## src/rtl/aes_pkg.sv

```systemverilog
// Shared AES field constants, basis-change matrices and
// GF(2^2)/GF(2^4) arithmetic for the composite-field S-box.
package aes_pkg;

  typedef logic [7:0] byte_t;
  typedef logic [3:0] nib_t;
  typedef logic [1:0] gf4_t;
  typedef logic [7:0][7:0] mat8_t;

  localparam byte_t AES_POLY     = 8'h1B;
  localparam byte_t INV_AFFINE_C = 8'h05;

  // GF(4)=GF(2)[x]/(x^2+x+1)
  // GF(16)=GF(4)[y]/(y^2+y+PHI)
  // GF(256)=GF(16)[z]/(z^2+z+LAMBDA)
  localparam gf4_t PHI    = 2'b10;
  localparam nib_t LAMBDA = 4'hC;

  // Row i = mask of source bits XORed into result bit i.
  // ISO_M: polynomial basis -> composite basis.
  localparam mat8_t ISO_M = {
    8'hA0, 8'hDE, 8'hAC, 8'hAE,
    8'hC6, 8'h9E, 8'h52, 8'h43
  };

  // ISO_INV_M: composite basis -> polynomial basis.
  localparam mat8_t ISO_INV_M = {
    8'hE2, 8'h44, 8'h62, 8'h76,
    8'h3E, 8'h9E, 8'h30, 8'h75
  };

  function automatic byte_t mat_mul(
    input mat8_t m,
    input byte_t x
  );
    byte_t r;
    for (int i = 0; i < 8; i++)
      r[i] = ^(m[i] & x);
    return r;
  endfunction

  function automatic gf4_t gf4_mul(
    input gf4_t a,
    input gf4_t b
  );
    gf4_t r;
    r[1] = (a[1] & b[1]) ^ (a[1] & b[0])
         ^ (a[0] & b[1]);
    r[0] = (a[1] & b[1]) ^ (a[0] & b[0]);
    return r;
  endfunction

  // In GF(4) the square is also the inverse.
  function automatic gf4_t gf4_sq(
    input gf4_t a
  );
    return {a[1], a[1] ^ a[0]};
  endfunction

  function automatic nib_t gf16_mul(
    input nib_t a,
    input nib_t b
  );
    gf4_t hh;
    gf4_t hl;
    gf4_t lh;
    gf4_t ll;
    hh = gf4_mul(a[3:2], b[3:2]);
    hl = gf4_mul(a[3:2], b[1:0]);
    lh = gf4_mul(a[1:0], b[3:2]);
    ll = gf4_mul(a[1:0], b[1:0]);
    return {hh ^ hl ^ lh,
            gf4_mul(hh, PHI) ^ ll};
  endfunction

  function automatic nib_t gf16_sq(
    input nib_t a
  );
    gf4_t h2;
    h2 = gf4_sq(a[3:2]);
    return {h2,
            gf4_mul(h2, PHI) ^ gf4_sq(a[1:0])};
  endfunction

  function automatic nib_t gf16_inv(
    input nib_t a
  );
    gf4_t ah;
    gf4_t al;
    gf4_t d;
    gf4_t di;
    ah = a[3:2];
    al = a[1:0];
    d  = gf4_mul(gf4_sq(ah), PHI)
       ^ gf4_mul(ah, al)
       ^ gf4_sq(al);
    di = gf4_sq(d);
    return {gf4_mul(ah, di),
            gf4_mul(ah ^ al, di)};
  endfunction

endpackage

```

## src/rtl/gf256_inv.sv

```systemverilog
// Combinational GF(2^8) multiplicative inverse (0 -> 0)
// computed in the composite field GF((2^4)^2).
module gf256_inv
  import aes_pkg::*;
(
  input  logic [7:0] a,
  output logic [7:0] y
);

  byte_t d;
  nib_t  ah;
  nib_t  al;
  nib_t  dn;
  nib_t  di;
  byte_t q;

  // Map to composite basis, invert, map back.
  always_comb begin
    d  = mat_mul(ISO_M, a);
    ah = d[7:4];
    al = d[3:0];
    dn = gf16_mul(LAMBDA, gf16_sq(ah))
       ^ gf16_mul(ah, al)
       ^ gf16_sq(al);
    di = gf16_inv(dn);
    q  = {gf16_mul(ah, di),
          gf16_mul(ah ^ al, di)};
    y  = mat_mul(ISO_INV_M, q);
  end

endmodule

```

## src/rtl/inv_sub_bytes.sv

```systemverilog
// Single-byte AES inverse S-box with a registered output:
// inverse affine, composite-field inverse, then flop.
module inv_sub_bytes
  import aes_pkg::*;
(
  input  logic       clk,
  input  logic       rst_n,
  input  logic [7:0] state,
  output logic [7:0] Sstate
);

  byte_t aff;
  byte_t inv;

  // Inverse affine transform ahead of the field inverse.
  always_comb begin
    aff = '0;
    for (int i = 0; i < 8; i++)
      aff[i] = state[(i + 2) % 8]
             ^ state[(i + 5) % 8]
             ^ state[(i + 7) % 8]
             ^ INV_AFFINE_C[i];
  end

  gf256_inv u_inv (
    .a (aff),
    .y (inv)
  );

  // Output register, cleared immediately on reset.
  always_ff @(posedge clk or negedge rst_n) begin
    if (!rst_n)
      Sstate <= 8'h00;
    else
      Sstate <= inv;
  end

endmodule

```

## config.mk

```make
export PLATFORM = sky130hd
export DESIGN_NAME = inv_sub_bytes
export DESIGN_NICKNAME = d
export VERILOG_FILES = /design/src/rtl/aes_pkg.sv /design/src/rtl/gf256_inv.sv /design/src/rtl/inv_sub_bytes.sv
export SDC_FILE = /design/constraint.sdc
export NUM_CORES = 1
export LEC_CHECK = 0
export CAP_MARGIN = 30
export CORE_ASPECT_RATIO = 1.5
export CORE_MARGIN = 3
export CORE_UTILIZATION = 62
export CTS_BUF_LIST = sky130_fd_sc_hd__clkbuf_2
export DETAILED_ROUTE_END_ITERATION = 8
export PLACE_DENSITY = 0.84
export RECOVER_POWER = 100
export SLEW_MARGIN = 20
export SYNTH_ARGS = -nofsm -noshare
export SYNTH_HDL_FRONTEND = slang
export SYNTH_HIERARCHICAL = 1
export SYNTH_SLANG_ARGS = --single-unit
```

## constraint.sdc

```tcl
create_clock -name clk -period 0.8 [get_ports clk]
set_clock_uncertainty 0.15 [all_clocks]
set_input_delay 0.16 -clock clk [delete_from_list [all_inputs] [get_ports clk]]
set_output_delay 0.16 -clock clk [all_outputs]
set_load 0.01 [all_outputs]
```

==> results.md, run 1 <==
* Num rows at 27
* Netlist Area Pre-Place at 2380 sq um
* Die Span X at 56.6 um
* Most frequent cells after synthesis: xnor2_1 (43), nor2_1 (25), nand2_1 (22), a21oi_1 (14), inv_1 (12)
* Initial Util at 64.6%
* Yosys top cell area share at 15.8%
* Mean Syn Cell Area at 8.41 sq um
* Post-synth top flop: dfrtp_1
* Status: aborted with a tool error
* Stop stage: clock tree synthesis (4_1_cts)
* Clock sink count at 8
* Err: [ERROR DPL-0038] Utilization greater than 100%, impossible to legalize
* PostCTS Resize Cnt at 102
* Pre-CTS setup slack at -5.26 ns
* Die Ht at 81.9 um
* CTS max path bufs at 2
* Biggest area consumer among synthesized cells: xnor2_1
* Clock Tree Root: clkbuf_2
* IO Pins at 18
* Sequential fraction of the synthesis area at 8.41%
* TritonCTS buffer count at 3
* Top cells by area, synth: xnor2_1 (16%), xnor3_1 (8.5%), dfrtp_1 (8.4%)
* Cts hold-fix bufs at 0
* Placer Congestion at 0.888
* Post-CTS setup buffers at 24
* Post-Syn Instances at 283
* Synthesized flop and latch total at 8
* IO buf count at 17
* Synthesis Warnings at 6
* Async SR Flop Fraction at 100%
* H-tree depth at 1
* Cell with the most instances after synthesis: xnor2_1
* Post-synth EDFFs at 0
* DP HPWL at 6990 um
* Mapped Nets at 298
* Netlist cell types at 61
* Cell count after placement at 420
## kinds of logic after synthesis
family | after synthesis | synth area share (%)
AND/OR/NAND/NOR | 84 | 17.6
XOR/XNOR | 74 | 39.5
AO/OA/AOI/OAI | 68 | 20.4
adder cells (fa/ha/maj) | 5 | 2.63
buffers and inverters | 32 | 6.26
multiplexers | 12 | 5.21
flip-flops | 8 | 8.41
## through the flow
step | TNS (ns) | hold WS (ns) | cell area (sq um) | util, %
2_1_floorplan | -36.92 | -0.286 | 2590 | -
3_5_place_dp | -43.53 | 0.345 | 3430 | 93.0
3_3_place_gp | -40.81 | 0.341 | 3430 | 93.0
==> run 2: changes to the inputs <==
--- a/config.mk
+++ b/config.mk
@@ -6,12 +6,10 @@
 export NUM_CORES = 1
 export LEC_CHECK = 0
 export CAP_MARGIN = 30
-export CORE_ASPECT_RATIO = 1.5
 export CORE_MARGIN = 3
-export CORE_UTILIZATION = 62
-export CTS_BUF_LIST = sky130_fd_sc_hd__clkbuf_2
+export CORE_UTILIZATION = 40
 export DETAILED_ROUTE_END_ITERATION = 8
-export PLACE_DENSITY = 0.84
+export PLACE_DENSITY_LB_ADDON = 0.15
 export RECOVER_POWER = 100
 export SLEW_MARGIN = 20
 export SYNTH_ARGS = -nofsm -noshare
==> results.md, run 2 <==
* Status: finished with violations
* Violated checks: negative setup slack
* Synthesis Warnings at 6 (unchanged)
* Post-Syn Instances at 283 (unchanged)
* Final Slew Violations at 0
* First-pass GRT wire length at 11500 um
* Post-synthesis compound-gate area fraction at 20.4% (unchanged)
* Arrival time worst endpoint at 5.25 ns
* Slowest cell on the critical path: xnor3_2
* Core Footprint at 5640 sq um
* CP endpoint kind: flop
* Slew margin rel. at between 60% and 70%
* Clock sink count at 8 (unchanged)
* CP bufs+invs at 5
* Req. time, crit path at about 0.75 ns
* Post-synth top flop: dfrtp_1
* IO buf count at 17 (unchanged)
* FMAX at 0.189 GHz
* Initial Util at 42.2% (-22 points)
* Min-delay worst type: primary input to asynchronous set/reset pin
* Initial antenna violation count at 0
* Commonest non-fill, non-tap cell in the layout: buf_4
* # diodes at 0
* Crit-path max cell delay at ~0.47 ns
* Simple-gate share of the synthesized area at 17.6% (unchanged)
* Fillcell total at 458
* RSZ-0062 raised after global routing: true
* Cell family with most CP delay: XOR/XNOR gates
* Largest regs: Sstate (8)
* Endpoints failing setup at 16
* Final Hold Viols at 0
* Max Cap Viol at 0
* Final ANT Viol Nets at 0
* Die Ht at 83.1 um (+1.5%)
* WS Path Type: primary input to flop
* Hold_ws at between 0.15 and 0.2 ns
* Async SR Flop Fraction at 100% (unchanged)
* Main combinational cell family by area after synthesis: XOR/XNOR gates
* Top reg by flops: Sstate
* Biggest area consumer among synthesized cells: xnor2_1
* Yosys top cell area share at 15.8% (unchanged)
* Sequential fraction of the synthesis area at 8.41% (unchanged)
* Largest register FFs at 8
* Post-synth EDFFs at 0 (unchanged)
* Slew @ Worst Pin at 0.459 ns
* WL/cell at 14.4 um
* Cts hold-fix bufs at 0 (unchanged)
* Num rows at 27 (unchanged)
* Post-route DRC at 0
* Mean Syn Cell Area at 8.41 sq um (unchanged)
* Period minus WS final at about 5.3 ns
* Layout cell share with drive strength beyond 1 at 50.5%
* Mapped Nets at 298 (unchanged)
* Cell with the most instances after synthesis: xnor2_1
* IO Pins at 18 (unchanged)
* Netlist Area Pre-Place at 2380 sq um (unchanged)
* Number of DRC markers in iteration 0 at roughly 130
* TritonCTS buffer count at 3 (unchanged)
* Vias per cell at about 5.2
* Synthesized flop and latch total at 8 (unchanged)
* CP startpoint: state[4]
* DIE AREA at 6910 sq um
* DP HPWL at 5140 um (-26%)
* Clk pin slew, worst setup/hold paths at 0.04 ns
* Die Span X at 83.1 um (+47%)
* CTS tree: yes
* Clock Tree Root: clkbuf_8
* Via count at 2465
* Vias in the first global route at between 2k and 2.5k
* Top cells by area, synth: xnor2_1 (16%), xnor3_1 (8.5%), dfrtp_1 (8.4%)
* Setup ws final at -4.50 ns
* Placer Congestion at 0.875 (-1.5%)
* Final nets at 421
* Area grow syn2layout at 62.4%
* CTS max path bufs at 2 (unchanged)
* GRT Residual Overflow at 0
* Startpoint Class: primary input
* Netlist cell types at 61 (unchanged)
* Fin crit share at 662%
* Largest net degree at the start of global routing at 17
* Crit path max fanout at 6
* Router iterations before antenna repair at 4
* Mux cell area share after synthesis at 5.21% (unchanged)
* Gr usage total at 19.6%
* Most frequent cells after synthesis: xnor2_1 (43), nor2_1 (25), nand2_1 (22), a21oi_1 (14), inv_1 (12)
* Commonest non-fill, non-tap cells in the layout: buf_4 (106), xnor2_1 (28), nor2_1 (23)
* XOR/XNOR share of the synthesized area at 39.5% (unchanged)
* Area share of fa/ha/maj cells after synthesis at 2.63% (unchanged)
* H-tree depth at 1 (unchanged)
* Routed WL at around 6800 um
[run 2: worst max-delay path by stage]
| stage | to | cells after the start |
|---|---|---|
| final | Sstate[7] | 25 |
| after global routing | Sstate[7] | 25 |
| after CTS | Sstate[7] | 24 |
| after detailed placement | Sstate[7] | 25 |
| after global placement | Sstate[7] | 24 |
| after floorplan | Sstate[7] | 25 |
[run 2: routing by layer]
layer  GRT usage [%]  vias to the layer above  wire length [um]
met1            25.3                     1149              3090
met4            5.05                        0               123
met2            34.8                       61              3380
li1                -                     1242                 -
met3            1.88                       13               255
met5               0                        -                 0
[run 2: final cells by class]
| class | instances | area (sq um) | area share, % |
|---|---|---|---|
| multi-input combinational | 243 | 2430 | 62.8 |
| timing repair buffer | 136 | 1050 | 27.2 |
| sequential | 8 | 200 | 5.18 |
| tap | 72 | 90.1 | 2.33 |
| inverter | 14 | 55.1 | 1.42 |
| clock buffer | 3 | 41.3 | 1.07 |
[run 2: stage by stage]
step	area [sq um]	util, %	setup WS (ns)	std cells	setup TNS, ns
after CTS	3740	66.3	-4.69	474	-37.47
after global placement	3480	61.7	-4.97	453	-41.39
after global routing	3860	68.5	-4.79	476	-39.39
after floorplan	2590	-	-4.80	283	-36.92
final	3860	68.5	-4.50	476	-37.23
after detailed placement	3480	61.7	-5.05	453	-42.14
[run 2: logic make-up (layout without fill, tap and decap cells)]
kind of cell,after synthesis,after routing
AO/OA/AOI/OAI,68,68
XOR/XNOR,74,74
adder cells (fa/ha/maj),5,5
buffers and inverters,32,153
flip-flops,8,8
multiplexers,12,12
AND/OR/NAND/NOR,84,84
[run 2: repair_timing]
action,in CTS,in global routing
resized for setup,78,26
setup buffers,35,6
gates cloned,0,0
setup endpoints to repair,16,16
pin swaps,31,32
Power of run 2 is left out: the tool's default activity adds up to more than one toggle a clock period on the data nets, which glitch-free logic cannot reach.
==> run 3: changes to the inputs <==
--- a/config.mk
+++ b/config.mk
@@ -8,6 +8,7 @@
 export CAP_MARGIN = 30
 export CORE_MARGIN = 3
 export CORE_UTILIZATION = 40
+export CTS_CLUSTER_DIAMETER = 200
 export DETAILED_ROUTE_END_ITERATION = 8
 export PLACE_DENSITY_LB_ADDON = 0.15
 export RECOVER_POWER = 100
==> results of run 3 <==
Final layout, timing and power as in run 2 (identical DEF).
Power of run 3 is left out for the same reason.
